$ cat src/rtl/uart_rx_ctrl.sv
`timescale 1ns/1ps
// Purpose: sequences the UART receiver core, buffers received bytes in an RX FIFO, tracks errors.
// Latency: a pushed byte is visible on rd_data the cycle after rx_done_tick (first-word fall-through).
// Backpressure: none toward the receiver; a byte arriving on a full FIFO with no pop is dropped (overrun).
//
// Ports:
//   clk, PRESETn                 clock, async active-low reset
//   cfg_enable/cfg_flush         receive enable level, flush pulse (FIFO + receiver reset)
//   clr_status                   clears overrun, frame_err, err_cnt, timeout
//   s_tick, rx_*                 receiver interface (16x tick, byte/done/error/busy)
//   rx_en, rx_rst                receiver enable and synchronous reset pulse
//   rd_en, rd_data, empty, full, level   APB-side FIFO pop interface
//   overrun, frame_err, err_cnt, timeout, irq_rx, irq_err   status and interrupts
// Optional: define UART_RX_TIMEOUT_EN to build the RX inactivity timeout.
module uart_rx_ctrl #(
    parameter int DEPTH         = 16,
    parameter int WATERMARK     = 8,
    parameter int GUARD_TICKS   = 32,
    parameter int TIMEOUT_TICKS = 640
) (
    input  logic                     clk,
    input  logic                     PRESETn,
    input  logic                     cfg_enable,
    input  logic                     cfg_flush,
    input  logic                     clr_status,
    input  logic                     s_tick,
    input  logic [7:0]               rx_dout,
    input  logic                     rx_done_tick,
    input  logic                     rx_error_tick,
    input  logic                     rx_busy,
    output logic                     rx_en,
    output logic                     rx_rst,
    input  logic                     rd_en,
    output logic [7:0]               rd_data,
    output logic                     empty,
    output logic                     full,
    output logic [$clog2(DEPTH):0]   level,
    output logic                     overrun,
    output logic                     frame_err,
    output logic [7:0]               err_cnt,
    output logic                     timeout,
    output logic                     irq_rx,
    output logic                     irq_err
);

    localparam int AW = $clog2(DEPTH);
    localparam int LW = AW + 1;
    localparam int GW = $clog2(GUARD_TICKS + 1);

    typedef enum logic [1:0] {
        ST_OFF   = 2'd0,
        ST_RUN   = 2'd1,
        ST_GUARD = 2'd2,
        ST_FLUSH = 2'd3
    } state_t;

    state_t          state_q, state_d;
    logic [GW-1:0]   guard_q, guard_d;
    logic            rx_en_q, rx_rst_q;

    logic [7:0]      mem [DEPTH];
    logic [AW-1:0]   wr_ptr_q, wr_ptr_d;
    logic [AW-1:0]   rd_ptr_q, rd_ptr_d;
    logic [LW-1:0]   level_q, level_d;

    logic            overrun_q, overrun_d;
    logic            frame_err_q, frame_err_d;
    logic [7:0]      err_cnt_q, err_cnt_d;

    logic            flushing;
    logic            empty_w, full_w;
    logic            push_req, do_push, do_pop, drop;
    logic            err_evt;

    // ---------------- sequencing FSM ----------------
    always_comb begin
        state_d = state_q;
        guard_d = guard_q;
        case (state_q)
            ST_OFF: begin
                if (cfg_flush)       state_d = ST_FLUSH;
                else if (cfg_enable) state_d = ST_RUN;
            end
            ST_RUN: begin
                if (cfg_flush)          state_d = ST_FLUSH;
                else if (!cfg_enable)   state_d = ST_OFF;
                else if (rx_error_tick) begin
                    state_d = ST_GUARD;
                    guard_d = '0;
                end
            end
            ST_GUARD: begin
                if (cfg_flush) begin
                    state_d = ST_FLUSH;
                end else if (s_tick) begin
                    // This tick is the GUARD_TICKS-th one spent disabled.
                    if (guard_q == GW'(GUARD_TICKS - 1))
                        state_d = cfg_enable ? ST_RUN : ST_OFF;
                    else
                        guard_d = guard_q + GW'(1);
                end
            end
            ST_FLUSH: begin
                state_d = cfg_enable ? ST_RUN : ST_OFF;
            end
            default: state_d = ST_OFF;
        endcase
    end

    always_ff @(posedge clk or negedge PRESETn) begin
        if (!PRESETn) begin
            state_q  <= ST_OFF;
            guard_q  <= '0;
            rx_en_q  <= 1'b0;
            rx_rst_q <= 1'b0;
        end else begin
            state_q  <= state_d;
            guard_q  <= guard_d;
            // Registered copies so rx_en/rx_rst track the state being entered.
            rx_en_q  <= (state_d == ST_RUN);
            rx_rst_q <= (state_d == ST_FLUSH) ||
                        ((state_q != ST_GUARD) && (state_d == ST_GUARD));
        end
    end

    // ---------------- RX FIFO ----------------
    assign flushing = (state_q == ST_FLUSH);
    assign empty_w  = (level_q == '0);
    assign full_w   = (level_q == LW'(DEPTH));
    assign push_req = rx_en_q && rx_done_tick;
    assign do_pop   = rd_en && !empty_w && !flushing;
    // A pop in the same cycle frees the slot, so a full FIFO still accepts the byte.
    assign do_push  = push_req && (!full_w || do_pop);
    assign drop     = push_req && full_w && !do_pop;
    assign err_evt  = rx_en_q && rx_error_tick;

    always_comb begin
        wr_ptr_d = wr_ptr_q;
        rd_ptr_d = rd_ptr_q;
        level_d  = level_q;
        if (flushing) begin
            wr_ptr_d = '0;
            rd_ptr_d = '0;
            level_d  = '0;
        end else begin
            if (do_push) wr_ptr_d = wr_ptr_q + AW'(1);
            if (do_pop)  rd_ptr_d = rd_ptr_q + AW'(1);
            case ({do_push, do_pop})
                2'b10:   level_d = level_q + LW'(1);
                2'b01:   level_d = level_q - LW'(1);
                default: level_d = level_q;
            endcase
        end
    end

    always_ff @(posedge clk) begin
        if (do_push) mem[wr_ptr_q] <= rx_dout;
    end

    // ---------------- sticky status ----------------
    always_comb begin
        overrun_d   = clr_status ? 1'b0 : overrun_q;
        frame_err_d = clr_status ? 1'b0 : frame_err_q;
        err_cnt_d   = clr_status ? 8'h00 : err_cnt_q;
        // New events are applied after the clear so a coincident set wins.
        if (drop)    overrun_d   = 1'b1;
        if (err_evt) frame_err_d = 1'b1;
        if (err_evt && (err_cnt_d != 8'hFF)) err_cnt_d = err_cnt_d + 8'h01;
    end

    always_ff @(posedge clk or negedge PRESETn) begin
        if (!PRESETn) begin
            wr_ptr_q    <= '0;
            rd_ptr_q    <= '0;
            level_q     <= '0;
            overrun_q   <= 1'b0;
            frame_err_q <= 1'b0;
            err_cnt_q   <= 8'h00;
        end else begin
            wr_ptr_q    <= wr_ptr_d;
            rd_ptr_q    <= rd_ptr_d;
            level_q     <= level_d;
            overrun_q   <= overrun_d;
            frame_err_q <= frame_err_d;
            err_cnt_q   <= err_cnt_d;
        end
    end

    // ---------------- optional RX timeout ----------------
`ifdef UART_RX_TIMEOUT_EN
    logic [15:0] to_cnt_q, to_cnt_d;
    logic        timeout_q, timeout_d;

    always_comb begin
        to_cnt_d  = to_cnt_q;
        timeout_d = timeout_q;
        if (flushing || do_push || do_pop || empty_w)
            to_cnt_d = '0;
        else if (s_tick && !rx_busy && (to_cnt_q != 16'(TIMEOUT_TICKS)))
            to_cnt_d = to_cnt_q + 16'd1;   // holds once the limit is reached

        if (clr_status || do_pop || flushing)
            timeout_d = 1'b0;
        if (!flushing && (to_cnt_d == 16'(TIMEOUT_TICKS)))
            timeout_d = 1'b1;
    end

    always_ff @(posedge clk or negedge PRESETn) begin
        if (!PRESETn) begin
            to_cnt_q  <= '0;
            timeout_q <= 1'b0;
        end else begin
            to_cnt_q  <= to_cnt_d;
            timeout_q <= timeout_d;
        end
    end

    assign timeout = timeout_q;
    assign irq_rx  = (level_q >= LW'(WATERMARK)) || timeout_q;
`else
    logic unused_rx_busy;
    assign unused_rx_busy = rx_busy;
    assign timeout        = 1'b0;
    assign irq_rx         = (level_q >= LW'(WATERMARK));
`endif

    // ---------------- outputs ----------------
    assign rx_en     = rx_en_q;
    assign rx_rst    = rx_rst_q;
    assign empty     = empty_w;
    assign full      = full_w;
    assign level     = level_q;
    assign rd_data   = empty_w ? 8'h00 : mem[rd_ptr_q];
    assign overrun   = overrun_q;
    assign frame_err = frame_err_q;
    assign err_cnt   = err_cnt_q;
    assign irq_err   = overrun_q | frame_err_q;

endmodule
$ cat config.mk
export PLATFORM = sky130hd
export DESIGN_NAME = uart_rx_ctrl
export DESIGN_NICKNAME = d
export VERILOG_FILES = /design/src/rtl/uart_rx_ctrl.sv
export SDC_FILE = /design/constraint.sdc
export NUM_CORES = 1
export LEC_CHECK = 0
export CELL_PAD_IN_SITES_DETAIL_PLACEMENT = 1
export CELL_PAD_IN_SITES_GLOBAL_PLACEMENT = 2
export CORE_MARGIN = 3
export CORE_UTILIZATION = 35
export DETAILED_ROUTE_END_ITERATION = 10
export PLACE_DENSITY_LB_ADDON = 0.1
export SKIP_CTS_REPAIR_TIMING = 1
export SLEW_MARGIN = 40
export SYNTH_ARGS = -nofsm -noshare
export SYNTH_HDL_FRONTEND = slang
export SYNTH_SLANG_ARGS = --single-unit
$ cat constraint.sdc
create_clock -name clk -period 3.92 [get_ports clk]
set_input_delay 0.784 -clock clk [delete_from_list [all_inputs] [get_ports clk]]
set_output_delay 0.784 -clock clk [all_outputs]
set_load 0.05 [all_outputs]
## After elaboration in Yosys (flattened, before gate mapping)

Memories as Yosys holds them, arrays and structs flattened.
Index checks and enable logic that the tools add are counted.

| word-level totals | value |
|---|---|
| flip-flop bits (word level) | 33 |
| memory bits (writable) | 128 |
| bits of input ports | 18 |
| output and inout port bits | 30 |
| word-level logic and storage cells | 92 |
| memories kept | 1 |

Memories:

| memory | words | bits a word | rd ports | clocked after Yosys merged registers in | write ports | RTL line | source |
|---|---|---|---|---|---|---|---|
| mem | 16 | 8 | 1 | 0 | 1 | 61 | `logic [7:0] mem [DEPTH];` |

| cells by class | value |
|---|---|
| $add $sub $neg | 6 |
| magnitude comparators | 1 |
| eq/ne operators | 18 |
| multiplexer cells | 31 |
| bitwise logic cells | 1 |
| reduce and logical (&&, ||, !) cells | 24 |

Operators by type and width:

| kind | number |
|---|---|
| $mux 6 | 6 |
| $mux 8 | 3 |
| $mux 2 | 8 |
| $mux 4 | 4 |
| $ne 2x2->1 const B | 7 |
| $pmux 6 s2 | 1 |
| $eq 2x2->1 const B | 5 |
| $pmux 5 s2 | 1 |
| $reduce_bool 2->1 | 5 |
| $logic_and 1x1->1 | 9 |
| $add 4x1->4 const B | 2 |
| $add 8x1->8 const B | 1 |
| $ne 8x8->1 const B | 1 |
| $pmux 2 s4 | 1 |
| $reduce_and 7->1 | 1 |
| $add 6x1->6 const B | 1 |
| $eq 2x1->1 const B | 3 |
| $eq 6x5->1 const B | 1 |
| $mux 1 | 6 |
| $add 5x1->5 const B | 1 |
| $eq 5x5->1 const B | 1 |
| $ge 5x4->1 const B | 1 |
| $logic_not 5->1 | 1 |
| $mux 5 | 1 |
| 6 further kinds | 10 |

## Logic depth before layout (Yosys ltp)

| logic depth | value |
|---|---|
| depth after elaboration | 9 |
| gate-level depth with buffers | 10 |

## Worst setup path before layout

Ideal clock, no wire load.

| path | value |
|---|---|
| kind | flip-flop to output port |
| start | register level_q[4] (netlist: level[4]) |
| end | output port rd_data[0] |
| arrival | 2.131 ns |
| data required time | 3.136 ns |
| setup slack | 1.005 ns |
| stages on the path, launching flop included | 6 |
| buffers on the path | 2 |
| path through | dfrtp_1 -> clkbuf_1 -> nand2b_1 -> nand2b_1 -> clkbuf_1 -> o22ai_1 |

| on the way | value |
|---|---|
| longest elaborated chain between the ends | 2 |

RTL lines:

| what | RTL line | source |
|---|---|---|
| start: declaration | 64 | `logic [LW-1:0] level_q, level_d;` |
| start signal: assignment | 182 | `level_q <= level_d;` |
| $logic_not 5->1 | 128 | `assign empty_w = (level_q == '0);` |
| $mux 8 | 233 | `assign rd_data = empty_w ? 8'h00 : mem[rd_ptr_q];` |
| end: declaration | 34 | `output logic [7:0] rd_data,` |

Every way passes these cells.

## Worst setup path in the final report

| path | value |
|---|---|
| start | register rd_ptr_q[0] |
| end | output port rd_data[1] |

| on the way | value |
|---|---|
| longest elaborated chain between the ends | 2 |

RTL lines:

| what | RTL line | source |
|---|---|---|
| start: declaration | 63 | `logic [AW-1:0] rd_ptr_q, rd_ptr_d;` |
| start signal: assignment | 181 | `rd_ptr_q <= rd_ptr_d;` |
| $mem_v2 16x8 | - |  |
| $mux 8 | 233 |  |

Every way passes these cells.

==> run_results.csv <==
group,metric,value,unit
setup_path,cp_num_buf_inv,2,
sta,max_slew.worst_pin.slew,0.715,ns
setup_path,critPathCaptureType,"output port",
setup_path,crit_slowest_cell,"clkdlybuf4s50_1",
synth,async_flop_share,20.5,%
route,via_per_inst,5.05,
clock_tree,cts_buffer_depth,2,
finish,design_area,8190,um2
power_and_ir_drop,peakVddDrop,538,uV
sta,setup_viol,0,
die,io_pins,48,
setup_path,worstPathCellList,"buf_4 > mux4_2 > mux2i_1 > o22ai_1 > clkdlybuf4s50_1",
synth,ys_types,48,
die,die_area,21200,um2
clock_tree,cts_tree,"yes",
setup_path,worstSetupPathType,"register to output port",
die,core,18900,um2
run,maxCapViolations,0,
clock_tree,clk_pin_slew,0.07,ns
finish,diodes,0,
setup_path,crit_path_start,"rd_ptr_q[0]",
synth,syn_avg_cell_area,16.6,um2
route,drc_errors,0,
placed_design,hpwl,9.86,mm
synth,syn_inst,411,
setup_path,worstReg2RegStart,"level[1]",
sta,fmax,0.273,GHz
finish,layout_commonest_cell,"edfxtp_1",
run_status,status,"complete, no violations",
synth,synth-main-ff-cell,"edfxtp_1",
sta,fin_tns_setup,0,ns
die,start_util,36.1,%
route,post_drt_wl_per_cell,20.7,um
clock_tree,cts-root-buf,"clkbuf_16",
sta,rsz0062_at_grt,"no",
setup_path,cpLargestDelayFamily,"buffers and inverters",
sta,slew_headroom,51.7,%
sta,holdWs,0.300,ns
setup_path,path_max_fanout,12,
route,drt_iter0_markers,141,
placed_design,io_buffers,45,
route,ant_nets,0,
placed_design,placed_area,7650,um2
setup_path,worstPathArrival,2.88,ns
clock_tree,clock_latency,0.42,ns
die,die-width,146,um
die,rows,50,
power_and_ir_drop,p_total,5.68,mW
global_routing,grt_usage,15.3,%
global_routing,grt_max_degree,34,
sta,drv_slew,0,
global_routing,grt_pass1_wl,24.5,mm
placed_design,gp_congestion,0.740,
route,dr.pass1.iters,4,
die,die_h,146,um
finish,layout_common_cells,"edfxtp_1, clkdlybuf4s50_1, mux4_2",
route,route.vias.total,3765,
sta,worst_slack,0.251,ns
finish,final_net_count,500,
global_routing,overflow,0,
sta,skew,0.0100,ns
finish,syn2layout_area_growth,20.2,%
synth,synth_seq_cells,161,
power_and_ir_drop,powerDensity,693,nW/um2
sta,finalWorstPathRequiredPeriod,3.67,ns
min_path,hold_class,"input port to async pin",
synth,synth_warnings,0,
placed_design,pre_cts_ws,0.567,ns
synth,netlist_area,6810,um2
global_routing,grt_pass1_vias,4041,
sta,finalCritPeriodShare,93.6,%
synth,ys_seq_area_share,68.6,%
setup_path,max_stage_delay,0.74,ns
clock_tree,numCtsBuffers,17,
clock_tree,htreeDepth,4,
route,wl,15.4,mm
setup_path,start_kind,"register",
clock_tree,cts.sinks,161,
setup_path,cp.required,3.14,ns
synth,synth_edf_count,128,
global_routing,antenna_found_initial,0,
sta,hold_violations,0,
finish,drive_gt1_share,19.2,%
synth,syn-num-nets,438,
power_and_ir_drop,p_leak,2.82,nW
worst reg2reg max path: stages (launching register included):
cell,delay (ns)
dfrtp_1,0.38
buf_4,0.17
or4_4,0.55
o2111ai_2,0.32
xnor2_1,0.11
ha_1,0.23
or3_1,0.32
a21oi_1,0.14
mux2i_1,0.10
or3_1,0.33
a21oi_1,0.14
power by group:
part | internal [mW] | total, mW | switching, mW
clock network | 0.863 | 1.52 | 0.657
registers | 1.95 | 2.09 | 0.135
logic | 0.832 | 2.07 | 1.23
stage by stage:
stage	utilization (%)	cells
2_1_floorplan	-	411
3_3_place_gp	40.5	714
3_5_place_dp	40.5	714
4_1_cts	43.3	745
5_1_grt	43.3	745
6_report	43.3	745
flip-flops by register name, indices dropped and copies added (netlist names):
name,cells
overrun,1
rx_rst,1
err_cnt,8
state_q,2
frame_err,1
guard_q,6
rd_ptr_q,4
wr_ptr_q,4
level,5
rx_en,1
mem,128
layer usage:
metal | part of all wire, % | global-route usage (%) | vias up
li1 | - | - | 1715
met1 | 47 | 21.4 | 1961
met2 | 49 | 24.3 | 76
met3 | 3.3 | 3.55 | 13
met4 | 1.0 | 4.13 | 0
met5 | 0 | 0 | -
cells in the mapped netlist (2+ instances only):
cell type | count | area [um2]
a21oi_1 | 11 | 55.1
a22o_1 | 2 | 17.5
a31oi_1 | 3 | 18.8
and2_1 | 10 | 62.6
and3_1 | 4 | 25.0
buf_2 | 3 | 15.0
buf_6 | 2 | 22.5
clkbuf_1 | 14 | 52.6
dfrtp_1 | 33 | 826
edfxtp_1 | 128 | 3840
ha_1 | 9 | 113
inv_1 | 13 | 48.8
mux2_2 | 3 | 33.8
mux2i_1 | 20 | 200
mux4_2 | 32 | 721
nand2_1 | 13 | 48.8
nand2b_1 | 3 | 18.8
nand3_1 | 6 | 30.0
nand3b_1 | 2 | 15.0
nand4_1 | 3 | 18.8
nor2_1 | 24 | 90.1
nor2b_1 | 7 | 43.8
nor3_1 | 5 | 25.0
o2111ai_1 | 3 | 26.3
o21ai_0 | 6 | 30.0
o22ai_1 | 10 | 62.6
or3_1 | 6 | 37.5
xnor2_1 | 5 | 43.8
xor2_1 | 12 | 105
layout make-up:
class / instances / area, um2
Timing Repair Buffer: 64 / 613
Clock buffer: 20 / 437
Inverter: 13 / 48.8
Clock inverter: 11 / 92.6
Tap cell: 260 / 325
Fill cell: 1894 / 10700
Sequential cell: 161 / 4670
Multi-Input combinational cell: 216 / 2000
worst paths after layout:
path                          endpoint  slack [ns]  depth (start not counted)
max                         rd_data[1]        0.25                          5
min                         guard_q[5]        0.30                          1
max reg2reg                   level[4]        1.06                         10
min reg2reg                  frame_err        0.56                          2
max in group asynchronous  rd_ptr_q[3]        3.26                          1
min in group clk             frame_err        0.56                          2
cell families after synthesis:
kind of cell,after synthesis,share of synthesized area (%)
flops,161,68.6
other cells,1,0.0551
mux,55,14.0
simple gates,90,6.96
buf+inv,34,2.20
compound gates,44,4.37
fa+ha+maj,9,1.65
xor+xnor,17,2.19
(Power assumes the default switching activity.)
